### src/rtl/uart_pkg.sv
// rtl/uart_pkg.sv - shared FSM state codes and parity-mode encodings for the configurable UART transmitter
package uart_pkg;

  localparam logic [2:0] ST_IDLE   = 3'd0;
  localparam logic [2:0] ST_START  = 3'd1;
  localparam logic [2:0] ST_DATA   = 3'd2;
  localparam logic [2:0] ST_PARITY = 3'd3;
  localparam logic [2:0] ST_STOP   = 3'd4;

  localparam logic [1:0] PAR_NONE = 2'b00;
  localparam logic [1:0] PAR_EVEN = 2'b01;
  localparam logic [1:0] PAR_ODD  = 2'b10;

  function automatic logic par_enabled(input logic [1:0] mode);
    return (mode == PAR_EVEN) || (mode == PAR_ODD);
  endfunction

endpackage

### src/rtl/uart_tx_fifo.sv
// rtl/uart_tx_fifo.sv - synchronous transmit FIFO, show-ahead read port, sync active-high reset
module uart_tx_fifo #(
  parameter int DATA_W = 8,
  parameter int DEPTH  = 4
) (
  input  logic              clk,
  input  logic              rst,
  input  logic              push,
  input  logic [DATA_W-1:0] wdata,
  input  logic              pop,
  output logic [DATA_W-1:0] rdata,
  output logic              full,
  output logic              empty
);

  localparam int AW = $clog2(DEPTH);

  logic [DATA_W-1:0] mem_q [DEPTH];
  logic [AW-1:0]     wr_ptr_q, wr_ptr_d;
  logic [AW-1:0]     rd_ptr_q, rd_ptr_d;
  logic [AW:0]       count_q, count_d;
  logic              push_ok, pop_ok;

  assign full    = (count_q == (AW+1)'(DEPTH));
  assign empty   = (count_q == '0);
  assign push_ok = push && !full;
  assign pop_ok  = pop && !empty;
  assign rdata   = mem_q[rd_ptr_q];

  // Pointers are AW bits wide so they wrap modulo DEPTH for free.
  always_comb begin
    wr_ptr_d = wr_ptr_q;
    rd_ptr_d = rd_ptr_q;
    count_d  = count_q;
    if (push_ok) wr_ptr_d = wr_ptr_q + 1'b1;
    if (pop_ok)  rd_ptr_d = rd_ptr_q + 1'b1;
    if (push_ok && !pop_ok)      count_d = count_q + 1'b1;
    else if (pop_ok && !push_ok) count_d = count_q - 1'b1;
  end

  always_ff @(posedge clk) begin
    if (rst) begin
      wr_ptr_q <= '0;
      rd_ptr_q <= '0;
      count_q  <= '0;
    end else begin
      wr_ptr_q <= wr_ptr_d;
      rd_ptr_q <= rd_ptr_d;
      count_q  <= count_d;
    end
  end

  always_ff @(posedge clk) begin
    if (push_ok) mem_q[wr_ptr_q] <= wdata;
  end

endmodule

### src/rtl/uart_tx_cfg.sv
// rtl/uart_tx_cfg.sv - runtime-configurable UART transmitter (width, parity, stop bits, baud divisor)
// Define UART_TX_FIFO_EN to place a FIFO_DEPTH-entry transmit FIFO in front of the serializer.
module uart_tx_cfg
  import uart_pkg::*;
#(
  parameter int DATA_W     = 8,
  parameter int DIV_W      = 16,
  parameter int FIFO_DEPTH = 4
) (
  input  logic              clk,
  input  logic              rst,
  input  logic [DATA_W-1:0] tx_data,
  input  logic              tx_vld,
  output logic              tx_rdy,
  input  logic [DIV_W-1:0]  baud_div,
  input  logic [1:0]        parity_mode,
  input  logic              stop2,
  output logic              tx_busy,
  output logic              uart_tx
);

  localparam int BIT_CW = $clog2(DATA_W);

  logic [2:0]        state_q, state_d;
  logic [DIV_W-1:0]  baud_cnt_q, baud_cnt_d;
  logic [BIT_CW-1:0] bit_cnt_q, bit_cnt_d;
  logic [DATA_W-1:0] data_q, data_d;
  logic [DIV_W-1:0]  div_q, div_d;
  logic [1:0]        par_q, par_d;
  logic              stop2_q, stop2_d;
  logic              uart_tx_q, uart_tx_d;

  logic              start_go;
  logic [DATA_W-1:0] start_word;
  logic [DIV_W-1:0]  div_m1;
  logic              bit_end;
  logic              par_bit;

`ifdef UART_TX_FIFO_EN
  logic              fifo_full;
  logic              fifo_empty;
  logic [DATA_W-1:0] fifo_rdata;

  assign tx_rdy     = !fifo_full && !rst;
  assign start_go   = (state_q == ST_IDLE) && !fifo_empty;
  assign start_word = fifo_rdata;

  uart_tx_fifo #(
    .DATA_W (DATA_W),
    .DEPTH  (FIFO_DEPTH)
  ) u_fifo (
    .clk   (clk),
    .rst   (rst),
    .push  (tx_vld && tx_rdy),
    .wdata (tx_data),
    .pop   (start_go),
    .rdata (fifo_rdata),
    .full  (fifo_full),
    .empty (fifo_empty)
  );
`else
  assign tx_rdy     = (state_q == ST_IDLE) && !rst;
  assign start_go   = tx_vld && tx_rdy;
  assign start_word = tx_data;
`endif

  // A divisor of zero behaves as one clock per bit.
  assign div_m1  = (div_q == '0) ? '0 : div_q - 1'b1;
  assign bit_end = (baud_cnt_q == div_m1);
  assign par_bit = (^data_q) ^ (par_q == PAR_ODD);

  always_comb begin
    state_d    = state_q;
    baud_cnt_d = bit_end ? '0 : baud_cnt_q + 1'b1;
    bit_cnt_d  = bit_cnt_q;
    data_d     = data_q;
    div_d      = div_q;
    par_d      = par_q;
    stop2_d    = stop2_q;
    case (state_q)
      ST_IDLE: begin
        baud_cnt_d = '0;
        bit_cnt_d  = '0;
        if (start_go) begin
          state_d = ST_START;
          data_d  = start_word;
          div_d   = baud_div;
          par_d   = parity_mode;
          stop2_d = stop2;
        end
      end
      ST_START: if (bit_end) state_d = ST_DATA;
      ST_DATA: begin
        if (bit_end) begin
          if (bit_cnt_q == BIT_CW'(DATA_W-1)) begin
            bit_cnt_d = '0;
            state_d   = par_enabled(par_q) ? ST_PARITY : ST_STOP;
          end else begin
            bit_cnt_d = bit_cnt_q + 1'b1;
          end
        end
      end
      ST_PARITY: if (bit_end) state_d = ST_STOP;
      ST_STOP: begin
        // bit_cnt doubles as the stop-bit index when two stop bits are latched.
        if (bit_end) begin
          if (stop2_q && bit_cnt_q == '0) begin
            bit_cnt_d = BIT_CW'(1);
          end else begin
            bit_cnt_d = '0;
            state_d   = ST_IDLE;
          end
        end
      end
      default: state_d = ST_IDLE;
    endcase

    case (state_d)
      ST_START:  uart_tx_d = 1'b0;
      ST_DATA:   uart_tx_d = data_d[bit_cnt_d];
      ST_PARITY: uart_tx_d = par_bit;
      default:   uart_tx_d = 1'b1;
    endcase
  end

  always_ff @(posedge clk) begin
    if (rst) begin
      state_q    <= ST_IDLE;
      baud_cnt_q <= '0;
      bit_cnt_q  <= '0;
      data_q     <= '0;
      div_q      <= '0;
      par_q      <= PAR_NONE;
      stop2_q    <= 1'b0;
      uart_tx_q  <= 1'b1;
    end else begin
      state_q    <= state_d;
      baud_cnt_q <= baud_cnt_d;
      bit_cnt_q  <= bit_cnt_d;
      data_q     <= data_d;
      div_q      <= div_d;
      par_q      <= par_d;
      stop2_q    <= stop2_d;
      uart_tx_q  <= uart_tx_d;
    end
  end

  assign tx_busy = (state_q != ST_IDLE);
  assign uart_tx = uart_tx_q;

endmodule

### config.mk
export PLATFORM = sky130hd
export DESIGN_NAME = uart_tx_cfg
export DESIGN_NICKNAME = d
export VERILOG_FILES = /design/src/rtl/uart_pkg.sv /design/src/rtl/uart_tx_fifo.sv /design/src/rtl/uart_tx_cfg.sv
export SDC_FILE = /design/constraint.sdc
export NUM_CORES = 1
export LEC_CHECK = 0
export BUFFER_PORTS_ARGS = -buffer_cell sky130_fd_sc_hd__buf_2
export CAP_MARGIN = 20
export CORE_MARGIN = 3
export CORE_UTILIZATION = 60
export DETAILED_ROUTE_END_ITERATION = 8
export PLACE_DENSITY_LB_ADDON = 0.12
export SLEW_MARGIN = 30
export SYNTH_ARGS = -nofsm -noshare
export SYNTH_HDL_FRONTEND = slang
export SYNTH_SLANG_ARGS = --single-unit
### constraint.sdc
create_clock -name clk -period 5.1 [get_ports clk]
set_input_delay 0.255 -clock clk [delete_from_list [all_inputs] [get_ports clk]]
set_output_delay 0.255 -clock clk [all_outputs]
set_load 0.01 [all_outputs]
== Word-level counts from Yosys, hierarchy flattened ==
Cells that the tools add are included.

* Register bits after elaboration: 50
* Latch bits: 0
* Memory bits (writable): 0
* ROM bits: 0
* Logic and storage cells: 56
* Memories: 0

* $add $sub $neg: 3
* $mul: 0
* Divide/modulo/power cells: 0
* Order comparisons: 1
* Equal/unequal tests: 11
* Shift-type cells: 0
* Multiplexer cells: 20
* Bitwise operators: 1
* Reductions and logical operators: 12

{| class="wikitable"
|+ Operators by type and width
! kind !! number
|-
| 2-to-1 mux 3 bit || 11
|-
| adder 16 x 1 -> 16 bit (second input constant) || 1
|-
| equality test 16 bit || 1
|-
| zero test 16 bit || 1
|-
| 2-to-1 mux 16 bit || 1
|-
| 2-to-1 mux 8 bit || 2
|-
| subtractor 16 x 1 -> 16 bit (second input constant) || 1
|-
| one-hot mux 3 bit (5 select lines) || 1
|-
| equality test 3 x 2 -> 1 bit (second input constant) || 4
|-
| one-hot mux 3 bit (3 select lines) || 1
|-
| parity 8 bit || 1
|-
| equality test 3 x 1 -> 1 bit (second input constant) || 2
|-
| equality test 3 bit (second input constant) || 2
|-
| zero test 3 bit || 2
|-
| less-than comparator 3 x 4 -> 1 bit (second input constant) || 1
|-
| adder 3 x 1 -> 3 bit (second input constant) || 1
|-
| binary-select mux 1 bit (select 3 bit) || 1
|-
| logical AND 1 bit || 3
|-
| one-hot mux 1 bit (3 select lines) || 1
|-
| nonzero test 3 bit || 1
|-
| OR reduction 3 bit || 1
|-
| equality test 2 x 1 -> 1 bit (second input constant) || 1
|-
| equality test 2 bit (second input constant) || 1
|-
| 2-to-1 mux 1 bit || 2
|-
| other kinds (4) || 4
|}

== Depth between registers and ports, before layout ==
Gate-level depths: netlist of the first run.

* Word-level depth: 8
* Gate-level depth with buffers: 15

== Worst setup path after synthesis of the first run ==
No wires, ideal clock.

* Path kind: flip-flop to flip-flop
* Start point: register div_q[7]
* End point: register uart_tx_q, in the netlist uart_tx
* Setup time: 129 ps
* Arrival: 3544 ps
* Data required time: 4971 ps
* Path slack: 1427 ps
* Cell stages (with the launch flop): 14
* Buffers on the path: 2
* Path through: dfxtp_1 > buf_6 > or4_4 > or4_1 > buf_2 > o21a_1 > a211o_1 > a221oi_2 > nand4_1 > or3_4 > o21ai_4 > mux2_2 > o211ai_1 > a32oi_1

* Longest elaborated chain between the ends: 8

{| class="wikitable"
|+ Ends and longest elaborated chain
! item !! RTL line !! RTL
|-
| start: declaration || uart_tx_cfg.sv:28 || <nowiki>logic [DIV_W-1:0] div_q, div_d;</nowiki>
|-
| start signal: assignment || uart_tx_cfg.sv:141 || <nowiki>div_q <= div_d;</nowiki>
|-
| subtractor 16 x 1 -> 16 bit or zero test 16 bit (tied branches) || uart_tx_cfg.sv:68 || <nowiki>assign div_m1 = (div_q == '0) ? '0 : div_q - 1'b1;</nowiki>
|-
| 2-to-1 mux 16 bit * || uart_tx_cfg.sv:68 ||
|-
| equality test 16 bit * || uart_tx_cfg.sv:69 || <nowiki>assign bit_end = (baud_cnt_q == div_m1);</nowiki>
|-
| 2-to-1 mux 3 bit, on equally long branches || uart_tx_cfg.sv:106, uart_tx_cfg.sv:94 ||
|-
| one-hot mux 3 bit (3 select lines) || uart_tx_cfg.sv:80 || <nowiki>case (state_q)</nowiki>
|-
| binary-select mux 1 bit (select 3 bit) || uart_tx_cfg.sv:120 || <nowiki>ST_DATA: uart_tx_d = data_d[bit_cnt_d];</nowiki>
|-
| 2-to-1 mux 1 bit (not written as such) || uart_tx_cfg.sv:120 ||
|-
| one-hot mux 1 bit (3 select lines) * || uart_tx_cfg.sv:118 || <nowiki>case (state_d)</nowiki>
|-
| end signal: assignment || uart_tx_cfg.sv:144 || <nowiki>uart_tx_q <= uart_tx_d;</nowiki>
|-
| end: declaration || uart_tx_cfg.sv:31 || <nowiki>logic uart_tx_q, uart_tx_d;</nowiki>
|}

Mark *: on every way between the ends. The rest lies on a longest branch, timed or not. The select of a mux whose other input is x is not followed.
A chain may end at the register's enable or synchronous reset.

== Final worst setup path of the first run ==
* Start point: register div_q[0]
* End point: register uart_tx_q, in the netlist uart_tx

The elaborated chain is that of the path after synthesis.

==> results of run 1 <==
-- layout by cell type (no fill, tap or decap), types with 15 or more instances in the layout --
cell / instances
a21oi_1: 18
buf_2: 32
dfxtp_1: 50
inv_1: 15
nand2_1: 55
nand2b_1: 16
nor2_1: 43
nor3_1: 20
o21ai_0: 22
xnor2_1: 22
-- critical path, cell delays in order (launching register included) --
cell	delay, ns
dfxtp_1	0.39
inv_1	0.13
ha_1	0.43
or3b_2	0.54
or4_1	0.48
a21oi_1	0.18
o21ai_0	0.22
a2111oi_1	0.52
nand4_1	0.22
or3_4	0.43
o21ai_4	0.09
mux2_2	0.36
o211ai_1	0.16
a32oi_1	0.11
-- final cells by class --
cell class,instances,area share (%)
multi-input cells,357,60.9
well taps,70,2.38
inverters,15,1.53
clock buffers,5,1.87
repair buffers,34,4.77
flip-flops and latches,50,27.2
clock inverters,3,1.29
-- per-stage QoR --
stage,std cells,hold slack [ns],area (um2),worst slack [ns]
floorplan,452,0.333,3420,1.43
CTS,534,0.140,3670,0.783
detailed placement,526,0.457,3560,0.796
global placement,526,0.449,3560,0.799
finish,534,0.137,3670,0.715
global route,534,0.157,3670,0.426
-- state kept, by name, indices dropped and copies added (netlist names) --
signal      flops
stop2_q         1
par_q           2
uart_tx         1
state_q         3
bit_cnt_q       3
baud_cnt_q     16
div_q          16
data_q          8
-- power breakdown --
| group | leakage [nW] | switching [mW] | internal, mW |
|---|---|---|---|
| combinational | 0.890 | 0.136 | 0.100 |
| sequential | 0.408 | 0.0290 | 0.407 |
| clock | 0.0587 | 0.137 | 0.149 |
-- per-layer routing --
| layer | routed length [um] | GRT usage [%] | up-vias |
|---|---|---|---|
| met2 | 3610 | 39.5 | 127 |
| met5 | 0 | 0 | - |
| met1 | 4110 | 39.8 | 1514 |
| met4 | 112 | 5.74 | 0 |
| li1 | - | - | 1643 |
| met3 | 624 | 4.50 | 10 |
-- final timing paths --
check | from | end | slack (ns) | depth (start not counted)
max | div_q[0] | uart_tx | 0.72 | 13
min | baud_div[14] | div_q[14] | 0.14 | 3
max reg2reg | div_q[0] | uart_tx | 0.72 | 13
min reg2reg | stop2_q | stop2_q | 0.48 | 2
-- kinds of logic (layout without fill, tap and decap cells) --
family / after synthesis / in the layout / share of synthesized area, %
adder cells (fa/ha/maj): 6 / 6 / 2.19
AND/OR/NAND/NOR: 216 / 216 / 33.2
XOR/XNOR: 30 / 30 / 7.68
multiplexers: 5 / 5 / 1.50
buffers and inverters: 45 / 57 / 5.30
AO/OA/AOI/OAI: 100 / 100 / 20.8
flip-flops: 50 / 50 / 29.3
==> results by group, run 1 <==
Drt
  • Wirelength per Cell: 15.8 um
  • Starting DRT DRC Count: 460
  • TritonRoute pass-1 iters: 6
  • Drt via density: 6.17
  • DRC Markers: 0
  • Post-DRT Antenna Nets: 0
  • Total wire length: 8.46 mm
  • Vias: 3294

Clock tree
  • Worst-path clk slew: 0.10 ns
  • CTS sink count: 50
  • Inserted Clock Buffers: 5
  • Post-cts sizing count: 0
  • CTS tree: done
  • Clk_lat worst skew: 0.31 ns
  • CTS Buffer Depth: 2
  • CTS Hold Buffers Added: 0
  • Root buffer cell: clkbuf_8
  • H-tree depth: 2
  • Post-CTS Setup Bufs: 0

Placement
  • Post-DP HPWL: 6.24 mm
  • GP Congestion: 0.972
  • Port bufs: 32

Global routing
  • Antenna violations before repair: 0
  • Vias in the first global route: 2899
  • Wire length of the first global-routing pass: 13.8 mm
  • Grt ovf: 0
  • Gr usage total: 26.5%
  • Largest net degree at the start of global routing: 49

Yosys
  • FFs w/ async S/R, synth: 0%
  • Register area share after synthesis: 29.3%
  • Most used DFF post-synth: dfxtp_1
  • Yosys warns: 0
  • Cells after synthesis: 452
  • Yosys top cell by area: dfxtp_1
  • Synth unique cells: 66
  • Post-synth EDFFs: 0
  • Mapped Area: 3420 um2
  • Number of synthesized register bits: 50
  • Syn Area/Cell: 7.57 um2
  • Most common cell in the synthesized netlist: nand2_1
  • Synth top cells by count: nand2_1, dfxtp_1, nor2_1
  • Post-synth net total: 488
  • Synth top area share: 29.3%
  • Synth area leaders: dfxtp_1, nand2_1, xnor2_1, nor2_1, o21ai_0

Cells and area
  • Antenna cells: 0
  • Layout cells sized above 1: 12.5%
  • Layout Utilization: 69.3%
  • Multi-input gate area: 2240 um2
  • Fillers: 463
  • Nets@finish: 499
  • Layout area overhead: 7.42%
  • Flip-flop and latch area: 1000 um2

Power
  • VDD IR-drop max: 0.295 mV
  • Power density over cell area: 261 nW/um2
  • PnR Total Power: 0.959 mW
  • Leakage: 1.36 nW

Worst setup path
  • WP data required: 5.30 ns
  • Crit path launch type: flop
  • Crit Path Max Fanout: 13
  • CP endpoint kind: flop
  • Worst EP arrival: 4.59 ns
  • Crit path kind: flop to flop

Die
  • Chip Height: 81.5 um
  • Row cnt: 26
  • Initial standard-cell utilization of the core: 64.5%
  • Die X: 81.5 um
  • Num ports: 33
  • Die Area: 6640 um2
  • Floorplan Core Area: 5300 um2

STA
  • Pins Over Slew Limit: 0
  • Final setup fails: 0
  • Period utilisation layout: 86.0%
  • Slew margin rel.: 33.1%
  • Final min period: 4.38 ns
  • Sum Neg Setup Slack: 0 ns
  • RSZ-0062 raised after global routing: no
  • Clock skew: 0.0159 ns
  • Measured slew at the worst slew-check pin: 0.995 ns
  • Final Hold Viols: 0
  • Highest clock rate: 228 MHz

Status
  • Status: finished clean

Flow run
  • Max Cap Viol: 0

Worst hold path
  • Hold crit path type: input port to flop
Power figures use the tool's default switching activity.
==> run 2: changes to the inputs <==
==> constraint.sdc (replaced) <==
create_clock -name clk -period 5.1 [get_ports clk]
set_input_delay 0.765 -clock clk [delete_from_list [all_inputs] [get_ports clk]]
set_output_delay 0.765 -clock clk [all_outputs]
set_load 0.01 [all_outputs]
==> results by group, run 2 (synthesis gave the netlist of run 1 again) <==
Cells and area
  • Antenna cells: 0 (unchanged)
  • Most frequent cells in the layout: nand2_1, dfxtp_1, nor2_1
  • Most common cell after layout, fill and taps aside: nand2_1
  • Multi-input gate area: 2240 um2 (unchanged)
  • Layout area overhead: 6.91%
  • Largest regs: baud_cnt_q: 16 flops, div_q: 16 flops, data_q: 8 flops
  • Nets@finish: 499 (unchanged)
  • Flip-flop and latch area: 1000 um2 (unchanged)
  • Fillers: 454 (-1.9%)
  • Layout cells sized above 1: 12.5% (unchanged)

Power
  • Combinational share of power: 25.5% (+0.8 points)
  • Sequential power share: 47.1% (+1.6 points)
  • NetSw: 0.308 mW (+2.0%)
  • Sw Ratio: 33.2% (+1.7 points)
  • VDD IR-drop max: 0.166 mV (-44%)
  • Leakage: 1.35 nW (-0.80%)
  • Internal Pwr Total: 0.619 mW (-5.6%)
  • Share of total power in the clock network: 27.4% (-2.4 points)
  • Power density over cell area: 254 nW/um2 (-2.7%)
  • PnR Total Power: 0.928 mW (-3.2%)

Placement
  • Post-DP HPWL: 6.40 mm (+2.5%)
  • Port bufs: 32 (unchanged)
  • Post-Place Setup Slack: 0.796 ns (-0.0000400 ns)
  • GP Congestion: 0.966 (-0.62%)

Worst setup path
  • Worst EP arrival: 4.56 ns (-0.03 ns)
  • R2R Setup Slk: 0.75 ns (+0.04 ns)
  • WP data required: 5.31 ns (about the same)
  • Crit Path Max Fanout: 17 (+4)
  • Crit path kind: flop to flop
  • Crit path launch type: flop
  • CP endpoint kind: flop
  • Crit Reg-Reg Startpoint: div_q[2]
  • Start point of the critical path: div_q[2]

Flow run
  • Max Cap Viol: 0 (unchanged)

Global routing
  • Wire length of the first global-routing pass: 14.1 mm (+1.9%)
  • Antenna violations before repair: 0 (unchanged)
  • Gr usage total: 27.5% (+1.0 points)
  • Grt ovf: 0 (unchanged)
  • Vias in the first global route: 2915 (+0.55%)
  • Largest net degree at the start of global routing: 36 (-27%)

Drt
  • Vias: 3328 (+1.0%)
  • TritonRoute pass-1 iters: 5 (-1)
  • Starting DRT DRC Count: 348 (-24%)
  • Total wire length: 8.58 mm (+1.5%)
  • DR WL met2: 3.59 mm (-0.55%)
  • Highest routed layer: met4
  • Post-DRT Antenna Nets: 0 (unchanged)
  • Wirelength per Cell: 16.1 um (+1.5%)
  • Met1 wire length: 4.13 mm (+0.29%)
  • DRC Markers: 0 (unchanged)
  • Met3 WL post-DR: 614 um (-1.6%)
  • Drt via density: 6.23 (+1.0%)

Die
  • Chip Height: 81.5 um (unchanged)
  • Row cnt: 26 (unchanged)
  • Die Area: 6640 um2 (unchanged)
  • Floorplan Core Area: 5300 um2 (unchanged)
  • Num ports: 33 (unchanged)
  • Initial standard-cell utilization of the core: 64.5% (unchanged)
  • Die X: 81.5 um (unchanged)

STA
  • Final Hold Viols: 0 (unchanged)
  • Slew margin rel.: 37.5% (+4.4 points)
  • Pins Over Slew Limit: 0 (unchanged)
  • Period utilisation layout: 85.3% (-0.70 points)
  • RSZ-0062 raised after global routing: no
  • Measured slew at the worst slew-check pin: 0.930 ns (-0.0651 ns)
  • PnR worst setup slack: 0.751 ns (+0.0359 ns)
  • Final min period: 4.35 ns (-0.0359 ns)
  • Highest clock rate: 230 MHz (+0.83%)
  • Hold WS: 0.497 ns (+0.361 ns)
  • Final setup fails: 0 (unchanged)
  • Sum Neg Setup Slack: 0 ns (unchanged)
  • Clock skew: 0.0106 ns (-0.00536 ns)

Clock tree
  • Worst-path clk slew: 0.10 ns (about the same)
  • H-tree depth: 2 (unchanged)
  • CTS sink count: 50 (unchanged)
  • CTS tree: done
  • CTS Hold Buffers Added: 0 (unchanged)
  • Post-CTS Setup Bufs: 0 (unchanged)
  • Inserted Clock Buffers: 5 (unchanged)
  • CTS Buffer Depth: 2 (unchanged)
  • Post-cts sizing count: 0 (unchanged)
  • Root buffer cell: clkbuf_8
  • Clk_lat worst skew: 0.32 ns (about the same)

Worst hold path
  • Hold crit path type: flop to flop
  • Hold_sp: data_q[6]

Status
  • Status: finished clean
## run 2: area by class of cell
| cell class | instances | share of cell area (%) |
|---|---|---|
| Clock inverter | 2 | 0.445 |
| Sequential cell | 50 | 27.4 |
| Timing Repair Buffer | 34 | 4.79 |
| Clock buffer | 6 | 2.26 |
| Multi-Input combinational cell | 357 | 61.2 |
| Tap cell | 70 | 2.39 |
| Inverter | 15 | 1.54 |
## run 2: worst paths after layout
| path | to | depth (start not counted) |
|---|---|---|
| min | data_q[6] | 2 |
| max | uart_tx | 11 |
| max reg2reg | uart_tx | 11 |
| min reg2reg | data_q[6] | 2 |
## run 2: routing by layer
layer	vias to the layer above	GRT usage, %
li1	1644	-
met1	1517	40.3
met2	141	39.5
met3	26	4.39
met4	0	11.8
met5	-	0
## run 2: stage by stage
step / instances / util (%) / instance area, um2
global route: 534 / 69.0 / 3660
finish: 534 / 69.0 / 3660
floorplan: 452 / - / 3420
global placement: 526 / 67.1 / 3560
CTS: 534 / 69.0 / 3660
detailed placement: 526 / 67.1 / 3560
## run 2: worst max-delay path, stage by stage (launching register included)
cell	delay, ns
dfxtp_1	0.42
or4_1	0.83
or4_1	0.60
o21a_1	0.24
a211o_1	0.31
a221oi_2	0.24
nand4_1	0.44
or4_1	0.63
a21oi_1	0.16
nor2_1	0.08
nor4_2	0.20
a32oi_1	0.09
## run 2: power groups by stage
stage,logic (mW),registers [mW],clock network [mW]
2_1_floorplan,0.189,0.429,0
3_3_place_gp,0.230,0.444,0
3_5_place_dp,0.230,0.445,0
4_1_cts,0.232,0.436,0.259
5_1_grt,0.261,0.441,0.276
6_report,0.237,0.437,0.254
==> run 3: changes to the inputs <==
--- a/config.mk
+++ b/config.mk
@@ -8,9 +8,11 @@
 export BUFFER_PORTS_ARGS = -buffer_cell sky130_fd_sc_hd__buf_2
 export CAP_MARGIN = 20
 export CORE_MARGIN = 3
-export CORE_UTILIZATION = 60
+export CORE_UTILIZATION = 62
+export CTS_BUF_LIST = sky130_fd_sc_hd__clkbuf_4
 export DETAILED_ROUTE_END_ITERATION = 8
 export PLACE_DENSITY_LB_ADDON = 0.12
+export RECOVER_POWER = 25
 export SLEW_MARGIN = 30
 export SYNTH_ARGS = -nofsm -noshare
 export SYNTH_HDL_FRONTEND = slang
==> results by group, run 3 (synthesis gave the netlist of run 1 again) <==
Worst hold path
  • Hold crit path type: flop to flop

Status
  • Failing checks: max-capacitance violations, max-slew violations
  • Status: complete, but fails checks

Worst setup path
  • Crit path max-delay cell type: or4_1
  • R2R Setup Slk: 0.72 ns (-0.03 ns)
  • Crit path kind: flop to flop
  • Worst EP arrival: 4.65 ns (+0.09 ns)
  • Slowest stage delay, CP: 0.64 ns (-0.19 ns)
  • CP cell instances: inv_1 > ha_1 > or3b_2 > or4_1 > a21oi_1 > o21ai_0 > a22oi_1 > nand4_1 > or4_1 > a21oi_1 > nor2_1 > nor4_2 > a32oi_1
  • Crit Path Max Fanout: 13 (-4)
  • WP data required: 5.37 ns (+0.06 ns)
  • Crit path launch type: flop
  • CP endpoint kind: flop

STA
  • Sum Neg Setup Slack: 0 ns (unchanged)
  • Highest clock rate: 228 MHz (-0.79%)
  • Measured slew at the worst slew-check pin: 1.81 ns (+0.878 ns)
  • RSZ-0062 raised after global routing: no
  • Period utilisation layout: 85.9% (+0.68 points)
  • Slew margin rel.: -20.5% (-58 points)
  • PnR worst setup slack: 0.717 ns (-0.0344 ns)
  • Final min period: 4.38 ns (+0.0344 ns)
  • Pins Over Slew Limit: 49 (+49)
  • Final setup fails: 0 (unchanged)
  • Final Hold Viols: 0 (unchanged)
  • Clock skew: 0.0155 ns (+0.00495 ns)

Drt
  • Post-DRT Antenna Nets: 0 (unchanged)
  • Wirelength per Cell: 16.0 um (-0.48%)
  • Total wire length: 8.58 mm (-0.10%)
  • DRC Markers: 0 (unchanged)
  • Starting DRT DRC Count: 421 (+21%)
  • TritonRoute pass-1 iters: 7 (+2)
  • Vias: 3339 (+0.33%)
  • Drt via density: 6.23 (about the same)

Clock tree
  • H-tree depth: 2 (unchanged)
  • Worst-path clk slew: 0.15 ns (+0.05 ns)
  • Post-cts sizing count: 0 (unchanged)
  • Inserted Clock Buffers: 5 (unchanged)
  • Post-CTS Setup Bufs: 0 (unchanged)
  • CTS Hold Buffers Added: 0 (unchanged)
  • CTS Buffer Depth: 2 (unchanged)
  • CTS tree: done
  • Root buffer cell: clkbuf_4
  • CTS sink count: 50 (unchanged)
  • Clk_lat worst skew: 0.38 ns (+0.06 ns)

Global routing
  • Largest net degree at the start of global routing: 49 (+36%)
  • Global routing usage on met3: 4.15% (-0.24 points)
  • Wire length of the first global-routing pass: 14.1 mm (unchanged)
  • GRT busiest layer: met2
  • Met1 Track Usage GR: 39.3% (-1.0 points)
  • Antenna violations before repair: 0 (unchanged)
  • Gr usage total: 27.4% (-0.19 points)
  • Grt ovf: 0 (unchanged)
  • Vias in the first global route: 2931 (+0.55%)
  • Met2 Usage GRT: 41.3% (+1.8 points)

Die
  • Die X: 80.3 um (-1.5%)
  • Initial standard-cell utilization of the core: 65.3% (+0.80 points)
  • Die Area: 6440 um2 (-3.0%)
  • Row cnt: 26 (unchanged)
  • Chip Height: 80.3 um (-1.5%)
  • Floorplan Core Area: 5240 um2 (-1.2%)
  • Num ports: 33 (unchanged)

Placement
  • Post-Place Setup Slack: 0.878 ns (+0.0813 ns)
  • Post-DP HPWL: 6.37 mm (-0.42%)
  • Port bufs: 32 (unchanged)
  • GP Congestion: 1.06 (+9.9%)

Power
  • NetSw: 0.296 mW (-4.1%)
  • Leakage: 1.34 nW (-0.57%)
  • PnR Total Power: 0.866 mW (-6.7%)
  • Share of total power in the clock network: 21.2% (-6.2 points)
  • Sequential power share: 50.8% (+3.7 points)
  • Sw Ratio: 34.2% (+0.94 points)
  • Internal Pwr Total: 0.570 mW (-8.0%)
  • Power density over cell area: 238 nW/um2 (-6.0%)
  • Combinational share of power: 28.1% (+2.6 points)
  • VDD IR-drop max: 0.156 mV (-5.9%)

Cells and area
  • Layout area overhead: 6.14%
  • Antenna cells: 0 (unchanged)
  • Most common cell after layout, fill and taps aside: nand2_1
  • Layout Utilization: 69.3% (+0.36 points)
  • Largest regs: baud_cnt_q: 16 flops, div_q: 16 flops, data_q: 8 flops
  • Multi-input gate area: 2250 um2 (+0.39%)
  • Fillers: 459 (+1.1%)
  • Layout cells sized above 1: 12.2% (-0.27 points)
  • Nets@finish: 501 (+0.40%)
  • Flip-flop and latch area: 1000 um2 (unchanged)
  • Most frequent cells in the layout: nand2_1, dfxtp_1, nor2_1

Flow run
  • Max Cap Viol: 1 (+1)
[run 3: power groups by stage]
stage	logic (mW)	clock network [mW]	registers, mW
3_3_place_gp	0.232	0	0.445
6_report	0.243	0.183	0.439
2_1_floorplan	0.189	0	0.429
5_1_grt	0.265	0.205	0.444
3_5_place_dp	0.234	0	0.445
4_1_cts	0.236	0.186	0.437
[run 3: layer usage]
metal  vias up  wire length [um]  share of wire [%]
li1       1646                 -                  -
met1      1490              3980                 46
met2       177              3610                 42
met3        26               753                8.8
met4         0               238                2.8
met5         -                 0                  0
[run 3: layout make-up]
cell class                      count  area share (%)
Multi-Input combinational cell    357            61.9
Sequential cell                    50            27.6
Timing Repair Buffer               36            5.10
Tap cell                           70            2.41
Inverter                           15            1.55
Clock buffer                        6            1.24
Clock inverter                      2           0.241
[run 3: critical path: cells and delay by family, from the launching register on]
kind | cells | cell delay, ns
fa+ha+maj | 1 | 0.49
simple gates | 6 | 2.49
flops | 1 | 0.42
compound gates | 5 | 0.74
buf+inv | 1 | 0.13
[run 3: final timing paths]
check | from | to | cells after the start
worst max-delay path | div_q[0] | uart_tx | 13
worst min-delay path | par_q[0] | par_q[0] | 2
worst max register to register | div_q[0] | uart_tx | 13
worst min register to register | par_q[0] | par_q[0] | 2
[run 3: stage by stage]
step                      cells  hold slack [ns]  cell area [um2]
final                       536            0.488             3630
after global placement      528            0.462             3570
after detailed placement    528            0.469             3570
after global routing        536            0.518             3630
after CTS                   536            0.490             3630
after floorplan             452            0.445             3420
